File: config.mk
export PLATFORM = sky130hd
export DESIGN_NAME = wb_burst_reader
export DESIGN_NICKNAME = d
export VERILOG_FILES = /design/src/rtl/wb_burst_reader.sv
export SDC_FILE = /design/constraint.sdc
export NUM_CORES = 1
export LEC_CHECK = 0
export CAP_MARGIN = 20
export CORE_MARGIN = 1.5
export CORE_UTILIZATION = 43
export CTS_BUF_LIST = sky130_fd_sc_hd__clkbuf_8
export DETAILED_ROUTE_END_ITERATION = 8
export PLACE_DENSITY = 0.85
export SYNTH_ARGS = -nofsm -noshare
export SYNTH_HDL_FRONTEND = slang
export SYNTH_SLANG_ARGS = --single-unit
File: constraint.sdc
create_clock -name wbm_clk_i -period 3.3 [get_ports wbm_clk_i]
set_input_delay 0.66 -clock wbm_clk_i [delete_from_list [all_inputs] [get_ports wbm_clk_i]]
set_output_delay 0.66 -clock wbm_clk_i [all_outputs]
set_load 0.005 [all_outputs]
File: src/rtl/wb_burst_reader.sv
// Wishbone classic-burst read master: fetches req_len_i consecutive words from req_addr_i
// with incrementing bursts and registered bus outputs, one word per acked cycle.
module wb_burst_reader #(
    parameter int unsigned WB_ADDR_BITS = 32,
    parameter int unsigned WORD_BYTES   = 4,
    parameter int unsigned LEN_BITS     = 8,
    parameter logic [2:0]  BURST_CTI    = 3'b010,
    parameter logic [1:0]  BURST_BTE    = 2'b00
) (
    input  logic                      wbm_clk_i,
    input  logic                      wbm_rst_i,
    input  logic                      req_i,
    input  logic [WB_ADDR_BITS-1:2]   req_addr_i,
    input  logic [LEN_BITS-1:0]       req_len_i,
    output logic                      busy_o,
    output logic                      done_o,
    output logic [8*WORD_BYTES-1:0]   data_o,
    output logic                      data_valid_o,
    output logic                      wbm_cyc_o,
    output logic                      wbm_stb_o,
    output logic [WB_ADDR_BITS-1:2]   wbm_addr_o,
    output logic [2:0]                wbm_cti_o,
    output logic [1:0]                wbm_bte_o,
    output logic [WORD_BYTES-1:0]     wbm_sel_o,
    output logic                      wbm_we_o,
    input  logic [8*WORD_BYTES-1:0]   wbm_data_i,
    input  logic                      wbm_ack_i
);

    localparam int unsigned ADDR_W = WB_ADDR_BITS - 2;
    localparam logic [2:0]  CTI_END = 3'b111;

    typedef enum logic [1:0] {
        S_IDLE,
        S_BURST,
        S_DONE
    } state_t;

    state_t                    state, state_nxt;
    logic [LEN_BITS-1:0]       remaining, remaining_nxt;
    logic [WB_ADDR_BITS-1:2]   addr_nxt;
    logic                      cyc_nxt, stb_nxt, we_nxt;
    logic [2:0]                cti_nxt;
    logic [1:0]                bte_nxt;
    logic [WORD_BYTES-1:0]     sel_nxt;
    logic [8*WORD_BYTES-1:0]   data_nxt;
    logic                      data_valid_nxt, done_nxt;

    assign busy_o = (state != S_IDLE);

    // Bus outputs default to their current register values so a wait state holds them.
    always_comb begin
        state_nxt      = state;
        remaining_nxt  = remaining;
        addr_nxt       = wbm_addr_o;
        cyc_nxt        = wbm_cyc_o;
        stb_nxt        = wbm_stb_o;
        we_nxt         = wbm_we_o;
        cti_nxt        = wbm_cti_o;
        bte_nxt        = wbm_bte_o;
        sel_nxt        = wbm_sel_o;
        data_nxt       = data_o;
        data_valid_nxt = 1'b0;
        done_nxt       = 1'b0;

        case (state)
            S_IDLE: begin
                if (req_i) begin
                    if (req_len_i != '0) begin
                        state_nxt     = S_BURST;
                        addr_nxt      = req_addr_i;
                        remaining_nxt = req_len_i;
                        cyc_nxt       = 1'b1;
                        stb_nxt       = 1'b1;
                        we_nxt        = 1'b0;
                        sel_nxt       = '1;
                        bte_nxt       = BURST_BTE;
                        cti_nxt       = (req_len_i == LEN_BITS'(1)) ? CTI_END : BURST_CTI;
                    end else begin
                        state_nxt = S_DONE;
                    end
                end
            end

            S_BURST: begin
                if (wbm_ack_i) begin
                    data_nxt       = wbm_data_i;
                    data_valid_nxt = 1'b1;
                    addr_nxt       = wbm_addr_o + ADDR_W'(1);
                    remaining_nxt  = remaining - LEN_BITS'(1);
                    if (remaining == LEN_BITS'(1)) begin
                        state_nxt = S_DONE;
                        cyc_nxt   = 1'b0;
                        stb_nxt   = 1'b0;
                        cti_nxt   = 3'b000;
                        bte_nxt   = 2'b00;
                        sel_nxt   = '0;
                    end else begin
                        // cti must already flag end-of-burst while the final word is on the bus
                        cti_nxt = (remaining == LEN_BITS'(2)) ? CTI_END : BURST_CTI;
                    end
                end
            end

            S_DONE: begin
                done_nxt  = 1'b1;
                state_nxt = S_IDLE;
            end

            default: begin
                state_nxt = S_IDLE;
                cyc_nxt   = 1'b0;
                stb_nxt   = 1'b0;
                cti_nxt   = 3'b000;
            end
        endcase
    end

    always_ff @(posedge wbm_clk_i or posedge wbm_rst_i) begin
        if (wbm_rst_i) begin
            state        <= S_IDLE;
            remaining    <= '0;
            wbm_addr_o   <= '0;
            wbm_cyc_o    <= 1'b0;
            wbm_stb_o    <= 1'b0;
            wbm_we_o     <= 1'b0;
            wbm_cti_o    <= 3'b000;
            wbm_bte_o    <= 2'b00;
            wbm_sel_o    <= '0;
            data_o       <= '0;
            data_valid_o <= 1'b0;
            done_o       <= 1'b0;
        end else begin
            state        <= state_nxt;
            remaining    <= remaining_nxt;
            wbm_addr_o   <= addr_nxt;
            wbm_cyc_o    <= cyc_nxt;
            wbm_stb_o    <= stb_nxt;
            wbm_we_o     <= we_nxt;
            wbm_cti_o    <= cti_nxt;
            wbm_bte_o    <= bte_nxt;
            wbm_sel_o    <= sel_nxt;
            data_o       <= data_nxt;
            data_valid_o <= data_valid_nxt;
            done_o       <= done_nxt;
        end
    end

endmodule

==> results.ini, run 1 <==
[sta]
period_share_pct=80.3
fmax_ghz=0.377
rsz0062_at_grt=no
final.min_clock_period_ps=2650
clock-skew-final_ps=8.60
timing.slew.headroom_pct=44.0
hold_viol=0
finalSetupViolCount=0
whs_ps=509
layout_setup_ws_ps=651
totalNegativeSetupSlack_ps=0
slew_viol_final=0
tightest_slew_ps=828

[drt]
vias=3871
ant_nets=0
drt_iter0_drc=204
wirelength_um=11600
via_per_inst=5.63
drc=0
detail_route.first_pass.iterations=5
wl_per_cell_um=16.9

[yosys]
synth_seq_cells=78
yosysWarnings=0
synth_edf_count=0
synth_area_sq_mm=0.00411
synth_area_per_cell_sq_um=9.76
ys_top_cells_by_count=dfrtp_1, a21oi_1, nand2_1
synth_cell_type_count=50
synth_top_flop_cell=dfrtp_1
synth_area_leader_cell=dfrtp_1
ys_async_sr_fraction_pct=100
synth_area_leaders=dfrtp_1, mux2_2, a21oi_1
yosys.area.top_type_share_pct=47.5
synthCells=421
seq_area_frac_synth_pct=47.5
synth.most_common_cell=dfrtp_1

[clocking]
hold_buffers=0
h-tree-depth=3
cts_buffers=9
cts_root_buf=clkbuf_8
cts-resized-gates=0
cts_setup_buffers=0
clkTransAtPathRegs_ps=80
cts_sinks=78
cts_buffer_depth=2
cts_tree=yes
insertion_delay_ps=350

[min_path]
min_path_cells=1
hp-class=reg -> reg
min_from=data_o[10]
hold_end=data_o[10]

[worst_setup_path]
path_delay_family=simple AND/OR/NAND/NOR gates
reg2reg_depth=6
reg2reg_slack_ps=690
crit_type=in -> reg
end_kind=flip-flop
path_cells=clkdlybuf4s50_1 -> or4_1 -> or3_4 -> o21a_1 -> buf_4 -> o221a_2
start_kind=primary input
cpPeakStageDelay_ps=550
path_buf_inv=2
crit_start=req_len_i[5]
critPathRequiredTime_ps=3540
path_max_fanout=37
reg2reg_to=wbm_addr_o[24]
critPathSlowestCell=or4_1
crit_arrival_ps=2890
r2r-start=wbm_addr_o[2]

[power_and_ir_drop]
power_density_mw_per_mm2=737
p_clk_share_pct=20.2
swShare_pct=34.2
p_switching_mw=1.48
pwr-share-comb_pct=41.3
cell_internal_pwr_mw=2.86
power.leakage_nw=2.35
seqPwrFrac_pct=38.5
max-vdd-ir-drop_mv=0.332

[floorplanning]
io_pins=151
start_util_pct=44.5
die_width_um=101
die_h_um=101
core.rowCount=35
dieArea_sq_mm=0.0102
core_area_sq_mm=0.00924

[grt]
grt_pass1_wl_um=18500
antenna_found_initial=0
overflow=0
grt_start_max_net_pins=46
grt_pass1_vias=3730
grt_use_total_pct=23.2

[placed_design]
gp_congestion=0.816
dp_hpwl_um=8340
pre_cts_ws_ps=287
port_buffers=147

[final_layout]
drive_above_1_share_pct=13.4
final_nets=632
syn_to_final_growth_pct=43.1
nFillCells=759
num_antenna_cells=0

[flow_run]
cap_violations=0

[run_status]
outcome=finished clean

[logic make-up (layout without fill, tap and decap cells)]
logic type / after synthesis / in the layout / share of synthesized area (%)
fa+ha+maj: 4 / 4 / 1.22
buf+inv: 48 / 184 / 6.21
flops: 78 / 78 / 47.5
compound gates: 118 / 118 / 18.0
other cells: 1 / 3 / 0.0912
simple gates: 133 / 133 / 16.5
mux: 39 / 39 / 10.5
[layout by cell type (no fill, tap or decap), drive strengths merged, types with 2 or more instances in the layout]
cell type	n
o21ai	25
o221a	6
and4	5
o31ai	4
bufinv	3
nor2b	2
clkdlybuf4s50	147
nand3	15
or3	2
nand2b	4
nand4	10
dfrtp	78
ha	4
inv	8
nand2	35
and3	8
o32ai	6
or2	2
nor4	4
conb	3
a2bb2oi	3
nor3	11
mux2	33
a31o	3
o22ai	7
clkinv	3
a21oi	48
a31oi	4
or4	6
nor2	26
o211ai	2
buf	12
clkbuf	10
mux2i	6
[state kept, by name (all words and copies together) (netlist names), 2 cells and up]
register	count
data_o	32
remaining	8
state	2
wbm_addr_o	30
wbm_cti_o	2
[power by group through the flow]
stage	sequential [mW]	clock [mW]	combinational [mW]
detailed placement	1.68	0	1.79
global placement	1.66	0	1.73
floorplan	1.61	0	0.893
finish	1.67	0.876	1.79
global route	1.73	0.932	1.95
CTS	1.66	0.894	1.79
[layout make-up]
type	instances	area, sq um	area share, %
clock inverter	6	110	1.87
tap	129	161	2.74
sequential	78	1950	33.2
multi-input combinational	297	1910	32.5
clock buffer	10	138	2.34
timing repair buffer	159	1570	26.8
inverter	9	33.8	0.574
[metal layers]
layer	wire [um]	global-route usage (%)
met1	4730	31.2
met5	0	0
met4	234	7.80
met3	696	3.26
met2	5940	38.7
[per-stage QoR]
stage | std cells | instance area, sq um | util, % | power (mW)
2_1_floorplan | 423 | 4120 | - | 2.50
3_3_place_gp | 672 | 5630 | 61.0 | 3.39
3_5_place_dp | 672 | 5630 | 61.0 | 3.46
4_1_cts | 688 | 5880 | 63.7 | 4.35
5_1_grt | 688 | 5880 | 63.7 | 4.62
6_report | 688 | 5880 | 63.7 | 4.34
[worst max-delay path by stage]
stage,depth (start not counted),end,slack (ps)
after global routing,6,wbm_addr_o[15],530
after CTS,6,wbm_addr_o[10],660
after global placement,6,wbm_addr_o[5],360
after floorplan,1,data_o[0],640
final,6,wbm_addr_o[5],650
after detailed placement,6,wbm_addr_o[10],290
Note: power is estimated with default switching activity, not from simulation.
==> run 2, diff against run 1 <==
- clock period: 3.3 -> 2.5 ns (I/O delays scaled with it)
==> results.ini, run 2 (synthesis gave the netlist of run 1 again) <==
[run_status]
outcome=finished clean

[sta]
hold_viol=0
tightest_slew_ps=549
fmax_ghz=0.421
clock-skew-final_ps=11.0
whs_ps=511
layout_setup_ws_ps=125
period_share_pct=95.0
timing.slew.headroom_pct=63.0
totalNegativeSetupSlack_ps=0
rsz0062_at_grt=no
finalSetupViolCount=0
slew_viol_final=0
final.min_clock_period_ps=2380

[clocking]
cts-resized-gates=0
cts_buffer_depth=2
insertion_delay_ps=350
cts_setup_buffers=0
cts_root_buf=clkbuf_8
hold_buffers=0
h-tree-depth=3
clkTransAtPathRegs_ps=90
cts_tree=yes
cts_buffers=9
cts_sinks=78

[drt]
ant_nets=0
wl_per_cell_um=17.1
detail_route.first_pass.iterations=5
drt_iter0_drc=280
via_per_inst=5.76
drc=0
vias=4043
wirelength_um=12000

[worst_setup_path]
start_kind=primary input
crit_start=req_len_i[5]
path_cells=clkdlybuf4s50_1 -> or4_1 -> or3_4 -> o21a_1 -> buf_4 -> a21oi_1 -> a21oi_1
cpPeakStageDelay_ps=550
cp_common_cell=a21oi_1
crit_type=in -> reg
critPathSlowestCell=or4_1
critPathRequiredTime_ps=2720
r2r-start=wbm_addr_o[2]
end_kind=flip-flop
path_max_fanout=16
reg2reg_depth=7
reg2reg_to=wbm_addr_o[30]
crit_arrival_ps=2600
reg2reg_slack_ps=200
critPathCapture=wbm_addr_o[22]

[power_and_ir_drop]
max-vdd-ir-drop_mv=0.597
power_density_mw_per_mm2=970
total_power_mw=5.85
power.leakage_nw=2.43

[final_layout]
num_antenna_cells=0
drive_above_1_share_pct=15.7
final_cell_mix=clkdlybuf4s50_1, dfrtp_1, a21oi_1, nand2_1, mux2_2
reg.largest.list=data_o x32, wbm_addr_o x30, remaining x8
final_nets=646
regMostFlops=data_o
largest_reg_flops=32
final_cell_area_sq_mm=0.00603
mostFrequentLayoutCell=clkdlybuf4s50_1
syn_to_final_growth_pct=46.8

[floorplanning]
start_util_pct=44.5
die_width_um=101
io_pins=151
core_area_sq_mm=0.00924
dieArea_sq_mm=0.0102
core.rowCount=35
die_h_um=101

[grt]
grt_use_total_pct=23.7
overflow=0
antenna_found_initial=0
grt_pass1_vias=3895
grt_start_max_net_pins=79
grt_pass1_wl_um=19000

[placed_design]
port_buffers=147
gp_congestion=0.908
pre_cts_ws_ps=-225
dp_hpwl_um=8680
dpl-instance-area_sq_mm=0.00578

[min_path]
hp-class=reg -> reg

[flow_run]
cap_violations=0

run 2: changes by cell type in the layout (fill, tap and decap cells not counted), sizes merged:
cell,change
buf,+14
run 2: how the worst min path moves through the flow:
stage                 startpoint  cells after the start           end
floorplan           remaining[7]                      1  remaining[7]
global placement      data_o[17]                      1    data_o[17]
detailed placement     data_o[7]                      1     data_o[7]
CTS                    data_o[2]                      1     data_o[2]
global route          data_o[19]                      1    data_o[19]
finish                data_o[18]                      1    data_o[18]
run 2: metrics by stage:
step / util (%) / cells
final: 65.3 / 702
after floorplan: - / 423
after global routing: 65.3 / 702
after global placement: 62.5 / 686
after detailed placement: 62.5 / 686
after CTS: 65.3 / 702
run 2: metal layers:
layer	track usage, %	vias up	part of all wire [%]
met3	4.79	33	7.9
met4	10.2	0	2.8
met1	31.1	1967	39
met5	0	-	0
li1	-	1830	-
met2	38.3	213	50
run 2: where the power goes:
part | leakage (nW) | internal [mW] | switching, mW
Clock | 0.125 | 0.699 | 0.511
Combinational | 1.39 | 1.42 | 1.02
Sequential | 0.921 | 1.71 | 0.496
Total | 2.43 | 3.83 | 2.03
run 2: area by class of cell:
| type | instances | area (sq um) |
|---|---|---|
| Tap cell | 129 | 161 |
| Timing Repair Buffer | 173 | 1720 |
| Clock inverter | 6 | 118 |
| Inverter | 9 | 33.8 |
| Sequential cell | 78 | 1950 |
| Fill cell | 729 | 3210 |
| Clock buffer | 10 | 138 |
| Multi-Input combinational cell | 297 | 1910 |
run 2: worst max-delay path, delay by kind of cell:
| family | cells | cell delay, ps |
|---|---|---|
| buf+inv | 2 | 650 |
| simple gates | 2 | 970 |
| compound gates | 3 | 480 |
==> run 3, diff against run 2 <==
- CELL_PAD_IN_SITES_DETAIL_PLACEMENT: unset -> 0
- CELL_PAD_IN_SITES_GLOBAL_PLACEMENT: unset -> 1
- CORE_UTILIZATION: 43 -> 34
- PLACE_DENSITY: 0.85 -> unset
- PLACE_DENSITY_LB_ADDON: unset -> 0.1
==> results.ini, run 3 (synthesis gave the netlist of run 1 again) <==
[run_status]
outcome=finished clean

[floorplanning]
core_area_sq_mm=0.0116
start_util_pct=35.4
core.rowCount=39
dieArea_sq_mm=0.0128
die_h_um=113
io_pins=151
die_width_um=113

[sta]
slew_viol_final=0
rsz0062_at_grt=no
period_share_pct=94.3
finalSetupViolCount=0
whs_ps=319
clock-skew-final_ps=13.5
layout_setup_ws_ps=143
totalNegativeSetupSlack_ps=0
hold_viol=0
tightest_slew_ps=642
final.min_clock_period_ps=2360
timing.slew.headroom_pct=56.8
fmax_ghz=0.424

[final_layout]
drive_above_1_share_pct=15.8
final_nets=648
largest_reg_flops=32
regMostFlops=data_o
nFillCells=1121
final_cell_area_sq_mm=0.00598
mostFrequentLayoutCell=clkdlybuf4s50_1
num_antenna_cells=0
syn_to_final_growth_pct=45.6
reg.largest.list=data_o x32, wbm_addr_o x30, remaining x8
stdcell_count=718
utilization_pct=51.5
final_cell_mix=clkdlybuf4s50_1, dfrtp_1, a21oi_1, nand2_1, mux2_2

[clocking]
cts_buffer_depth=2
cts_sinks=78
cts_setup_buffers=0
cts_root_buf=clkbuf_8
insertion_delay_ps=360
clkTransAtPathRegs_ps=80
h-tree-depth=3
cts_buffers=9
hold_buffers=0
cts_tree=yes
cts-resized-gates=0

[grt]
grt_start_max_net_pins=38
grt_pass1_vias=3946
grt_use_total_pct=20.0
antenna_found_initial=0
overflow=0
grt_pass1_wl_um=20200

[placed_design]
gp_congestion=0.815
place_inst=702
dp_hpwl_um=8980
pre_cts_ws_ps=-218
port_buffers=147
dpl-instance-area_sq_mm=0.00580

[drt]
detail_route.first_pass.iterations=4
drc=0
vias=3847
wirelength_um=12500
via_per_inst=5.36
drt_iter0_drc=198
wl_per_cell_um=17.4
ant_nets=0

[power_and_ir_drop]
power_density_mw_per_mm2=927
max-vdd-ir-drop_mv=0.448
total_power_mw=5.54
power.leakage_nw=2.41

[worst_setup_path]
crit_type=in -> reg
start_kind=primary input
path_max_fanout=37
crit_arrival_ps=2600
end_kind=flip-flop
reg2reg_depth=6
critPathRequiredTime_ps=2740

[flow_run]
cap_violations=0

[min_path]
hp-class=in -> async

==> run 3: cell types whose count changed in the layout (fill, tap and decap cells not counted), sizes merged <==
| cell | previous run | this run |
|---|---|---|
| buf | 26 | 28 |
| bufinv | 3 | 0 |
| clkbuf | 10 | 12 |
| clkinv | 3 | 4 |
==> run 3: worst paths after layout <==
check	from	endpoint	slack, ps
setup / recovery	req_len_i[5]	wbm_addr_o[10]	140
hold / removal	wbm_rst_i	data_o[29]	320
setup reg to reg	wbm_addr_o[2]	wbm_addr_o[24]	240
hold reg to reg	data_o[23]	data_o[23]	510
max in group asynchronous	wbm_rst_i	wbm_sel_o[2]	1550
min in group wbm_clk_i	data_o[23]	data_o[23]	510
==> run 3: worst max-delay path, stage by stage <==
cell and delay (ps):
clkdlybuf4s50_1 420, or4_1 570, or3_4 410, o21a_1 220
buf_12 180, o221a_2 280
==> run 3: area by class of cell <==
| type | count | area [sq um] | area share (%) |
|---|---|---|---|
| flip-flops and latches | 78 | 1950 | 32.6 |
| multi-input cells | 297 | 1910 | 32.0 |
| repair buffers | 175 | 1720 | 28.7 |
| well taps | 143 | 179 | 2.99 |
| clock buffers | 12 | 165 | 2.76 |
| inverters | 9 | 33.8 | 0.565 |
| clock inverters | 4 | 21.3 | 0.355 |
==> run 3: metal layers <==
| layer | up-vias | global-route usage, % | wire length, um |
|---|---|---|---|
| met3 | 14 | 4.77 | 796 |
| met4 | 0 | 5.75 | 169 |
| li1 | 1845 | - | - |
| met2 | 123 | 33.4 | 5990 |
| met5 | - | 0 | 0 |
| met1 | 1865 | 26.2 | 5510 |
==> run 3: power breakdown <==
group	switching, mW	leakage, nW	internal [mW]
registers	0.463	0.921	1.71
clock network	0.475	0.0996	0.436
logic	1.03	1.39	1.43
total	1.97	2.41	3.58
